File: config.mk
export PLATFORM = sky130hd
export DESIGN_NAME = approx_adder_error_monitor
export DESIGN_NICKNAME = d
export VERILOG_FILES = /design/src/rtl/approx_adder_error_monitor_pkg.sv /design/src/rtl/approx_adder_error_monitor_seq_divider.sv /design/src/rtl/approx_adder_error_monitor.sv
export SDC_FILE = /design/constraint.sdc
export NUM_CORES = 1
export LEC_CHECK = 0
export BUFFER_PORTS_ARGS = -buffer_cell sky130_fd_sc_hd__buf_4
export CAP_MARGIN = 20
export CORE_MARGIN = 2
export CORE_UTILIZATION = 40
export CTS_CLUSTER_SIZE = 14
export DETAILED_ROUTE_END_ITERATION = 8
export PLACE_DENSITY = 0.7
export SYNTH_ARGS = -nofsm -noshare
export SYNTH_HDL_FRONTEND = slang
export SYNTH_SLANG_ARGS = --single-unit
File: constraint.sdc
create_clock -name clk -period 8.5 [get_ports clk]
set_clock_uncertainty 0.15 [all_clocks]
set_input_delay 0 -clock clk [delete_from_list [all_inputs] [get_ports clk]]
set_output_delay 0 -clock clk [all_outputs]
set_load 0.02 [all_outputs]
File: src/rtl/approx_adder_error_monitor_pkg.sv
// Shared types and constants for the approximate-adder error monitor.
package approx_err_pkg;

  typedef enum logic [1:0] {
    IDLE   = 2'd0,
    ACCUM  = 2'd1,
    DIVIDE = 2'd2
  } state_e;

  localparam int DEF_N     = 16;
  localparam int DEF_CNT_W = 24;

  // Width that holds (2^CNT_W - 1) samples of an (N+1)-bit distance without overflow.
  function automatic int sum_width(input int n, input int cnt_w);
    return n + 1 + cnt_w;
  endfunction

endpackage

File: src/rtl/approx_adder_error_monitor_seq_divider.sv
// Restoring divider: loads on start, then produces one quotient bit per cycle.
// done pulses in the cycle after the final iteration; outputs stay stable until the next start.
module seq_divider #(
  parameter int DVD_W = 41,
  parameter int DVS_W = 24
) (
  input  logic             clk,
  input  logic             rst,
  input  logic             start,
  input  logic [DVD_W-1:0] dividend,
  input  logic [DVS_W-1:0] divisor,
  output logic             busy,
  output logic             done,
  output logic [DVD_W-1:0] quotient,
  output logic [DVS_W-1:0] remainder
);

  localparam int CW = $clog2(DVD_W + 1);

  logic [DVD_W-1:0] quo_q, quo_d;
  logic [DVS_W-1:0] rem_q, rem_d;
  logic [DVS_W-1:0] dvs_q, dvs_d;
  logic [CW-1:0]    cnt_q, cnt_d;
  logic             done_q, done_d;
  logic [DVS_W:0]   shifted, trial;

  // Load operands on start, otherwise shift-subtract one bit while iterations remain.
  always_comb begin
    quo_d   = quo_q;
    rem_d   = rem_q;
    dvs_d   = dvs_q;
    cnt_d   = cnt_q;
    done_d  = 1'b0;
    shifted = {rem_q, quo_q[DVD_W-1]};
    trial   = shifted - {1'b0, dvs_q};
    if (start) begin
      quo_d = dividend;
      rem_d = '0;
      dvs_d = divisor;
      cnt_d = CW'(DVD_W);
    end else if (cnt_q != '0) begin
      // trial MSB set means shifted < divisor: keep the partial remainder
      if (!trial[DVS_W]) begin
        rem_d = trial[DVS_W-1:0];
        quo_d = {quo_q[DVD_W-2:0], 1'b1};
      end else begin
        rem_d = shifted[DVS_W-1:0];
        quo_d = {quo_q[DVD_W-2:0], 1'b0};
      end
      cnt_d  = cnt_q - 1'b1;
      done_d = (cnt_q == CW'(1));
    end
  end

  // Divider state registers.
  always_ff @(posedge clk or posedge rst) begin
    if (rst) begin
      quo_q  <= '0;
      rem_q  <= '0;
      dvs_q  <= '0;
      cnt_q  <= '0;
      done_q <= 1'b0;
    end else begin
      quo_q  <= quo_d;
      rem_q  <= rem_d;
      dvs_q  <= dvs_d;
      cnt_q  <= cnt_d;
      done_q <= done_d;
    end
  end

  assign busy      = (cnt_q != '0);
  assign done      = done_q;
  assign quotient  = quo_q;
  assign remainder = rem_q;

endmodule

File: src/rtl/approx_adder_error_monitor.sv
// Streaming error monitor for an approximate adder: accumulates error count,
// zero-reference count, summed and maximum error distance, then derives MED
// (quotient/remainder) with a sequential divider.
module approx_adder_error_monitor
  import approx_err_pkg::*;
#(
  parameter int N     = DEF_N,
  parameter int CNT_W = DEF_CNT_W,
  parameter int SUM_W = sum_width(N, CNT_W)
) (
  input  logic             clk,
  input  logic             rst,
  input  logic             start,
  input  logic [CNT_W-1:0] num_samples,
  input  logic             in_valid,
  output logic             in_ready,
  input  logic [N:0]       exact_sum,
  input  logic [N:0]       approx_sum,
  output logic             busy,
  output logic             done,
  output logic             result_valid,
  output logic [CNT_W-1:0] err_count,
  output logic [CNT_W-1:0] zero_count,
  output logic [SUM_W-1:0] sum_ed,
  output logic [N:0]       max_ed,
  output logic [SUM_W-1:0] med_q,
  output logic [CNT_W-1:0] med_r
);

  state_e           state_q, state_d;
  logic [CNT_W-1:0] cnt_q, cnt_d, target_q, target_d;
  logic [CNT_W-1:0] err_q, err_d, zero_q, zero_d, medr_q, medr_d;
  logic [SUM_W-1:0] sum_q, sum_d, medq_q, medq_d;
  logic [N:0]       max_q, max_d, ed;
  logic             done_q, done_d, rv_q, rv_d, zpend_q, zpend_d;
  logic             div_start, div_busy, div_done;
  logic [SUM_W-1:0] div_quo;
  logic [CNT_W-1:0] div_rem;

  assign ed = (approx_sum >= exact_sum) ? (approx_sum - exact_sum) : (exact_sum - approx_sum);

  // Divider is kicked on the final accept with the already-updated sum, so it
  // runs in parallel with the first DIVIDE cycle.
  seq_divider #(.DVD_W(SUM_W), .DVS_W(CNT_W)) u_div (
    .clk       (clk),
    .rst       (rst),
    .start     (div_start),
    .dividend  (sum_d),
    .divisor   (target_q),
    .busy      (div_busy),
    .done      (div_done),
    .quotient  (div_quo),
    .remainder (div_rem)
  );

  // FSM next state, accumulator updates and result loading.
  always_comb begin
    state_d   = state_q;
    cnt_d     = cnt_q;
    target_d  = target_q;
    err_d     = err_q;
    zero_d    = zero_q;
    sum_d     = sum_q;
    max_d     = max_q;
    medq_d    = medq_q;
    medr_d    = medr_q;
    zpend_d   = 1'b0;
    // an empty campaign finishes one cycle after its start
    done_d    = zpend_q;
    rv_d      = rv_q | zpend_q;
    div_start = 1'b0;
    case (state_q)
      IDLE: begin
        if (start) begin
          err_d  = '0;
          zero_d = '0;
          sum_d  = '0;
          max_d  = '0;
          medq_d = '0;
          medr_d = '0;
          cnt_d  = '0;
          rv_d   = 1'b0;
          if (num_samples != '0) begin
            target_d = num_samples;
            state_d  = ACCUM;
          end else begin
            zpend_d = 1'b1;
          end
        end
      end
      ACCUM: begin
        if (in_valid) begin
          sum_d  = sum_q + SUM_W'(ed);
          err_d  = err_q + CNT_W'(ed != '0);
          zero_d = zero_q + CNT_W'(exact_sum == '0);
          max_d  = (ed > max_q) ? ed : max_q;
          cnt_d  = cnt_q + 1'b1;
          if (cnt_d == target_q) begin
            state_d   = DIVIDE;
            div_start = 1'b1;
          end
        end
      end
      DIVIDE: begin
        if (div_done && !div_busy) begin
          medq_d  = div_quo;
          medr_d  = div_rem;
          done_d  = 1'b1;
          rv_d    = 1'b1;
          state_d = IDLE;
        end
      end
      default: state_d = IDLE;
    endcase
  end

  // Monitor state registers; reset discards any partial campaign.
  always_ff @(posedge clk or posedge rst) begin
    if (rst) begin
      state_q  <= IDLE;
      cnt_q    <= '0;
      target_q <= '0;
      err_q    <= '0;
      zero_q   <= '0;
      sum_q    <= '0;
      max_q    <= '0;
      medq_q   <= '0;
      medr_q   <= '0;
      done_q   <= 1'b0;
      rv_q     <= 1'b0;
      zpend_q  <= 1'b0;
    end else begin
      state_q  <= state_d;
      cnt_q    <= cnt_d;
      target_q <= target_d;
      err_q    <= err_d;
      zero_q   <= zero_d;
      sum_q    <= sum_d;
      max_q    <= max_d;
      medq_q   <= medq_d;
      medr_q   <= medr_d;
      done_q   <= done_d;
      rv_q     <= rv_d;
      zpend_q  <= zpend_d;
    end
  end

  assign in_ready     = (state_q == ACCUM);
  assign busy         = (state_q != IDLE);
  assign done         = done_q;
  assign result_valid = rv_q;
  assign err_count    = err_q;
  assign zero_count   = zero_q;
  assign sum_ed       = sum_q;
  assign max_ed       = max_q;
  assign med_q        = medq_q;
  assign med_r        = medr_q;

endmodule

# Word level (Yosys, flattened, before mapping)
# Cells that the tools add are included.
[word_totals]
register_bits = 320
input_bits = 62
out_inout_bits = 175
elab_cells = 101
[op_classes]
n_addsub = 8
order_cmp = 2
eq_ne = 10
muxes = 47
n_bitwise = 1
reduce_logical = 16
[ops]
columns = ["op", "count"]
rows = [
  ["$mux W41", 6],
  ["$mux W24", 8],
  ["$pmux W24 S2", 4],
  ["$pmux W41 S2", 2],
  ["$mux W17", 4],
  ["$add A24 B1 Y24", 2],
  ["$add A41 B17 Y41", 1],
  ["$pmux W17 S2", 1],
  ["$sub A17 B17 Y17", 2],
  ["$sub A25 B24 Y25", 1],
  ["$add A24 B1 Y24 const B", 1],
  ["$eq A24 B24 Y1", 1],
  ["$reduce_bool A24 Y1", 1],
  ["$ge A17 B17 Y1", 1],
  ["$gt A17 B17 Y1", 1],
  ["$logic_not A17 Y1", 1],
  ["$reduce_bool A17 Y1", 1],
  ["$mux W1", 13],
  ["$mux W6", 2],
  ["$mux W2", 5],
  ["$reduce_and A3 Y1", 3],
  ["$ne A2 B2 Y1 const B", 4],
  ["$reduce_bool A2 Y1", 4],
  ["$eq A6 B1 Y1 const B", 1],
  ["13 further kinds", 14],
]

# Depth between registers and ports, before layout
[logic_depth]
ltp_word = 6
depth_mapped = 25
depth_no_buf = 23

# By module
# Synthesis repeated with hierarchy kept, for this count alone.
[unflattened]
cells_unflattened = 2121
hier_area_um2 = 18930.7
[modules_own_cells]
columns = ["module", "instances", "cells_each", "area_each_um2", "seq_area_each_um2"]
rows = [
  ["approx_adder_error_monitor", 1, 1506, 13202.7, 5605.4],
  ["seq_divider", 1, 615, 5728.0, 2402.3],
]

# Worst setup path after synthesis
# No wires, ideal clock.
[synth_path]
kind = "in2reg"
from = "in exact_sum[11]"
to = "reg u_div.quo_q[37] (netlist: u_div.quotient[37])"
setup_ns = 0.130
arrival_ns = 4.660
t_required_ns = 8.220
path_slack_ns = 3.559
path_stages = 23
n_path_buf = 2
path_cell_list = "inv_1 ha_1 buf_6 o21a_1 a21oi_2 o21bai_1 a2111o_1 o22ai_2 buf_4 mux2i_1 xor2_1 inv_1 ha_1 o21ai_0 o21a_1 o31ai_1 a211oi_1 o31ai_1 and4_1 and4_1 nand3_1 o211ai_1 o21ai_0"
[synth_via]
elab_chain_len = 6
word_cells_on_any_way = 8
classes_between = "3 x add/sub; 1 x order compare; 4 x mux"
[synth_rtl]
columns = ["element", "line", "text"]
rows = [
  ["start, declared", "approx_adder_error_monitor.sv:17", "input logic [N:0] exact_sum,"],
  ["$sub A17 B17 Y17 / $ge A17 B17 Y1 (equally long branches)", "approx_adder_error_monitor.sv:40", "assign ed = (approx_sum >= exact_sum) ? (approx_sum - exact_sum) : (exact_sum - approx_sum);"],
  ["$mux W17 *", "approx_adder_error_monitor.sv:40", ""],
  ["$add A41 B17 Y41 *", "approx_adder_error_monitor.sv:93", "sum_d = sum_q + SUM_W'(ed);"],
  ["$mux W41 *", "approx_adder_error_monitor.sv:92", "if (in_valid) begin"],
  ["$pmux W41 S2 *", "approx_adder_error_monitor.sv:72", "case (state_q)"],
  ["$mux W41 *", "approx_adder_error_monitor_seq_divider.sv:36", "if (start) begin"],
  ["end signal, assigned", "approx_adder_error_monitor_seq_divider.sv:64", "quo_q <= quo_d;"],
  ["end, declared", "approx_adder_error_monitor_seq_divider.sv:20", "logic [DVD_W-1:0] quo_q, quo_d;"],
]
# Mark *: on every way between the ends. The rest lies on a longest branch, timed or not.
# A chain may end at the register's enable or synchronous reset.

# Worst setup path after layout
[layout_path]
from = "in approx_sum[1]"
to = "reg u_div.quo_q[37] (netlist: u_div.quotient[37])"
[layout_via]
elab_chain_len = 6
word_cells_on_any_way = 8
classes_between = "3 x add/sub; 1 x order compare; 4 x mux"
[layout_rtl]
columns = ["element", "line", "text"]
rows = [
  ["start, declared", "approx_adder_error_monitor.sv:18", "input logic [N:0] approx_sum,"],
  ["$sub A17 B17 Y17 / $ge A17 B17 Y1 (equally long branches)", "approx_adder_error_monitor.sv:40", ""],
  ["$mux W17 *", "approx_adder_error_monitor.sv:40", ""],
  ["$add A41 B17 Y41 *", "approx_adder_error_monitor.sv:93", ""],
  ["$mux W41 *", "approx_adder_error_monitor.sv:92", ""],
  ["$pmux W41 S2 *", "approx_adder_error_monitor.sv:72", ""],
  ["$mux W41 *", "approx_adder_error_monitor_seq_divider.sv:36", ""],
]
# Marks and branches as above.

==> impl_metrics.yaml <==
die:
  die_w_um: 223
  fp.dieH_um: 223
  start_util_pct: 40.4
  core-area_um2: 47500
  pin_count: 237
  row_count: 80
  die_area_um2: 49800
timing:
  tightest_slew_ns: 1.05
  fin_ws_ns: 2.23
  grt_setup_unrepaired: "no"
  holdWs_ns: 0.0232
  slew_headroom_pct: 30.1
  slew_violations: 0
  max_freq_mhz: 160
  setup_viol: 0
  fin_crit_sh_pct: 73.8
  finalSetupTns_ns: 0
  post-route-min-period_ns: 6.27
  finalHoldViolCount: 0
pwr:
  power_density_nw_per_um2: 283
  vdd_ir_drop_max_mv: 0.147
  static-leakage-power_nw: 10.8
cells_and_area:
  area_growth_pct: 19.8
  final_common_cell: "nand2_1"
  layout_common_cells: "nand2_1 (386), dfrtp_1 (320), buf_4 (253), o21ai_0 (224), nor2_1 (136)"
  fillers: 4425
  final_nets: 2576
  final_area_um2: 23000
  diodes: 0
  multi_input_comb_area_um2: 10300
  drive_gt1_share_pct: 16.4
  seqCellArea_um2: 8010
  layout.cells.non_filler: 3049
setup_path:
  crit_type: "in -> reg"
  cp_cell_sequence: "dlygate4sd3_1 > buf_4 > ha_1 > nand2_1 > o21ai_2 > a211oi_2 > nor4_2 > o22ai_2 > mux2i_1 > dlygate4sd3_1 > inv_1 > ha_1 > a211oi_1 > o21a_1 > o31ai_1 > a211oi_1 > o31ai_1 > and4_1 > and4_1 > nand3_1 > o211ai_1 > o21ai_0"
  cp-end-kind: "register"
  path_max_fanout: 13
  crit_family: "compound AO/OA/AOI/OAI gates"
  cp.arrival_ns: 6.53
  cp.required_ns: 8.76
  slowest_delay_ns: 0.80
  cp-start-kind: "input pin"
  cp_slowest_cell: "o31ai_1"
  critPathBufInv: 4
logic_synthesis:
  synthFlopType: "dfrtp_1"
  avgSynthCellArea_um2: 8.75
  synth_cell_types: 81
  yosysWarningCount: 0
  synth_top_area_share_pct: 41.7
  synthArstFlopShare_pct: 100
  synth_enable_flop_cells: 0
  ys_ff_latch: 320
  yosysSeqAreaShare_pct: 41.7
  synth_top_area_cell: "dfrtp_1"
  netlist_top_cells_area: "dfrtp_1 (42%), nand2_1 (7.6%), ha_1 (6.6%)"
  synth_nets: 2364
  synthCells: 2196
  mappedNetlistArea_um2: 19200
cts:
  root_buffer: "clkbuf_16"
  htreeDepth: 2
  clkTransAtPathRegs_ns: 0.06
  cts.sinks: 320
  insertion_delay_ns: 0.57
  clockBufferDepth: 3
  cts_tree: "done"
  numCtsBuffers: 38
  cts_setup_buffers: 0
placed_design:
  numPortBuffers: 236
  detailed_place_hpwl_um: 38400
  pre_cts_ws_ns: 2.26
  place_area_um2: 21500
  dp.cells: 2945
  place_congestion: 0.904
job:
  cap_viol_max_count: 0
global_route:
  global_route.overflow_total: 0
  grt_pass1_vias: 16400
  grt_pass1_wl_um: 86700
  grt_max_degree: 161
  busiest_layer: "met2"
  met1_usage_pct: 28.8
  globalRouteMet2Util_pct: 34.7
  track_usage_pct: 21.3
  met3_usage_pct: 4.03
  antenna_found_initial: 0
routing:
  drt_wl_total_um: 53700
  drt-initial-drc-count: 1363
  dr.pass1.iters: 5
  route.detailed.drc: 0
  drtAntennaViolNets: 0
  via_count: 16800
  viasPerCell: 5.51
  wl_per_cell_um: 17.6
outcome:
  outcome: "finished clean"
hold_path:
  hp-class: "in -> reg"
==> flip-flops by register name, summed over array words and instances, names as in the netlist <==
register and count:
result_valid 1, done 1, u_div.dvs_q 24, err_count 24, max_ed 17, sum_ed 41
state_q 2, med_r 24, cnt_q 24, u_div.done 1, zero_count 24, u_div.remainder 24
zpend_q 1, target_q 24, u_div.quotient 41, med_q 41, u_div.cnt_q 6
==> stage by stage <==
step,power (mW),util (%)
floorplan,4.09,-
global placement,4.84,45.1
detailed placement,4.93,45.1
CTS,6.53,48.3
global route,6.95,48.4
finish,6.51,48.4
==> repair_timing <==
| item | 4_1_cts | 5_1_grt |
|---|---|---|
| hold buffers | 35 | 0 |
| hold endpoints to repair | 80 | 0 |
| resized for setup | 0 | 0 |
==> report_power, final <==
part	internal, mW	switching (mW)
Sequential	1.91	0.405
Combinational	1.14	1.51
Clock	0.887	0.666
==> kinds of logic after synthesis <==
logic type	count (synthesis)	share of synthesized area, %
muxes	77	4.40
AOI/OAI and AO/OA	549	17.6
adders and majority gates	107	7.11
xor gates and xnor gates	116	5.29
DFF	320	41.7
buffers and inverters	236	4.98
and+or+nand+nor	791	18.9
==> synthesized netlist by cell type, types with 12 or more instances <==
cell      count
clkbuf_1     88
ha_1        102
buf_2        15
and3_1       30
nand4_1      35
o211ai_1     14
o21ai_0     225
nand2_1     387
nor3_1       33
xor2_1       62
nor2_1      139
nor4_1       17
nor2b_1      12
a21oi_1     102
o31ai_1      21
a31oi_1      18
inv_1       115
mux2i_1      30
a21o_1       45
a211oi_1     30
dfrtp_1     320
nand3_1      57
xnor2_1      54
a22o_1       29
mux2_2       43
or3_1        21
==> layout make-up <==
type	instances	share of cell area (%)
Multi-Input combinational cell	1640	44.8
Sequential cell	320	34.8
Timing Repair Buffer	292	10.1
Clock buffer	52	4.49
Tap cell	615	3.34
Inverter	116	1.91
Clock inverter	14	0.549
==> final timing paths <==
kind / start / end / slack (ns) / cells past startpoint
worst max-delay path: approx_sum[1] / u_div.quotient[37] / 2.23 / 22
worst min-delay path: approx_sum[6] / max_ed[6] / 0.02 / 5
worst max register to register: cnt_q[0] / u_div.dvs_q[0] / 3.70 / 10
worst min register to register: zpend_q / done / 0.31 / 1
max in group asynchronous: rst / u_div.remainder[18] / 5.65 / 6
min in group asynchronous: rst / err_count[19] / 0.57 / 4
==> worst register-to-register path, delay by kind of cell (launching register included) <==
| kind | cells | cell delay, ns |
|---|---|---|
| AOI/OAI and AO/OA | 1 | 0.21 |
| adders and majority gates | 1 | 0.28 |
| buffers and inverters | 1 | 0.64 |
| DFF | 1 | 0.42 |
| muxes | 1 | 0.41 |
| and+or+nand+nor | 6 | 2.60 |
==> metal layers <==
metal | vias up | wire length (um) | share of wire [%]
li1 | 8065 | - | -
met1 | 8148 | 24100 | 45
met2 | 479 | 25000 | 47
met3 | 93 | 3140 | 5.8
met4 | 0 | 1520 | 2.8
met5 | - | 0 | 0
Power figures use the tool's default switching activity.
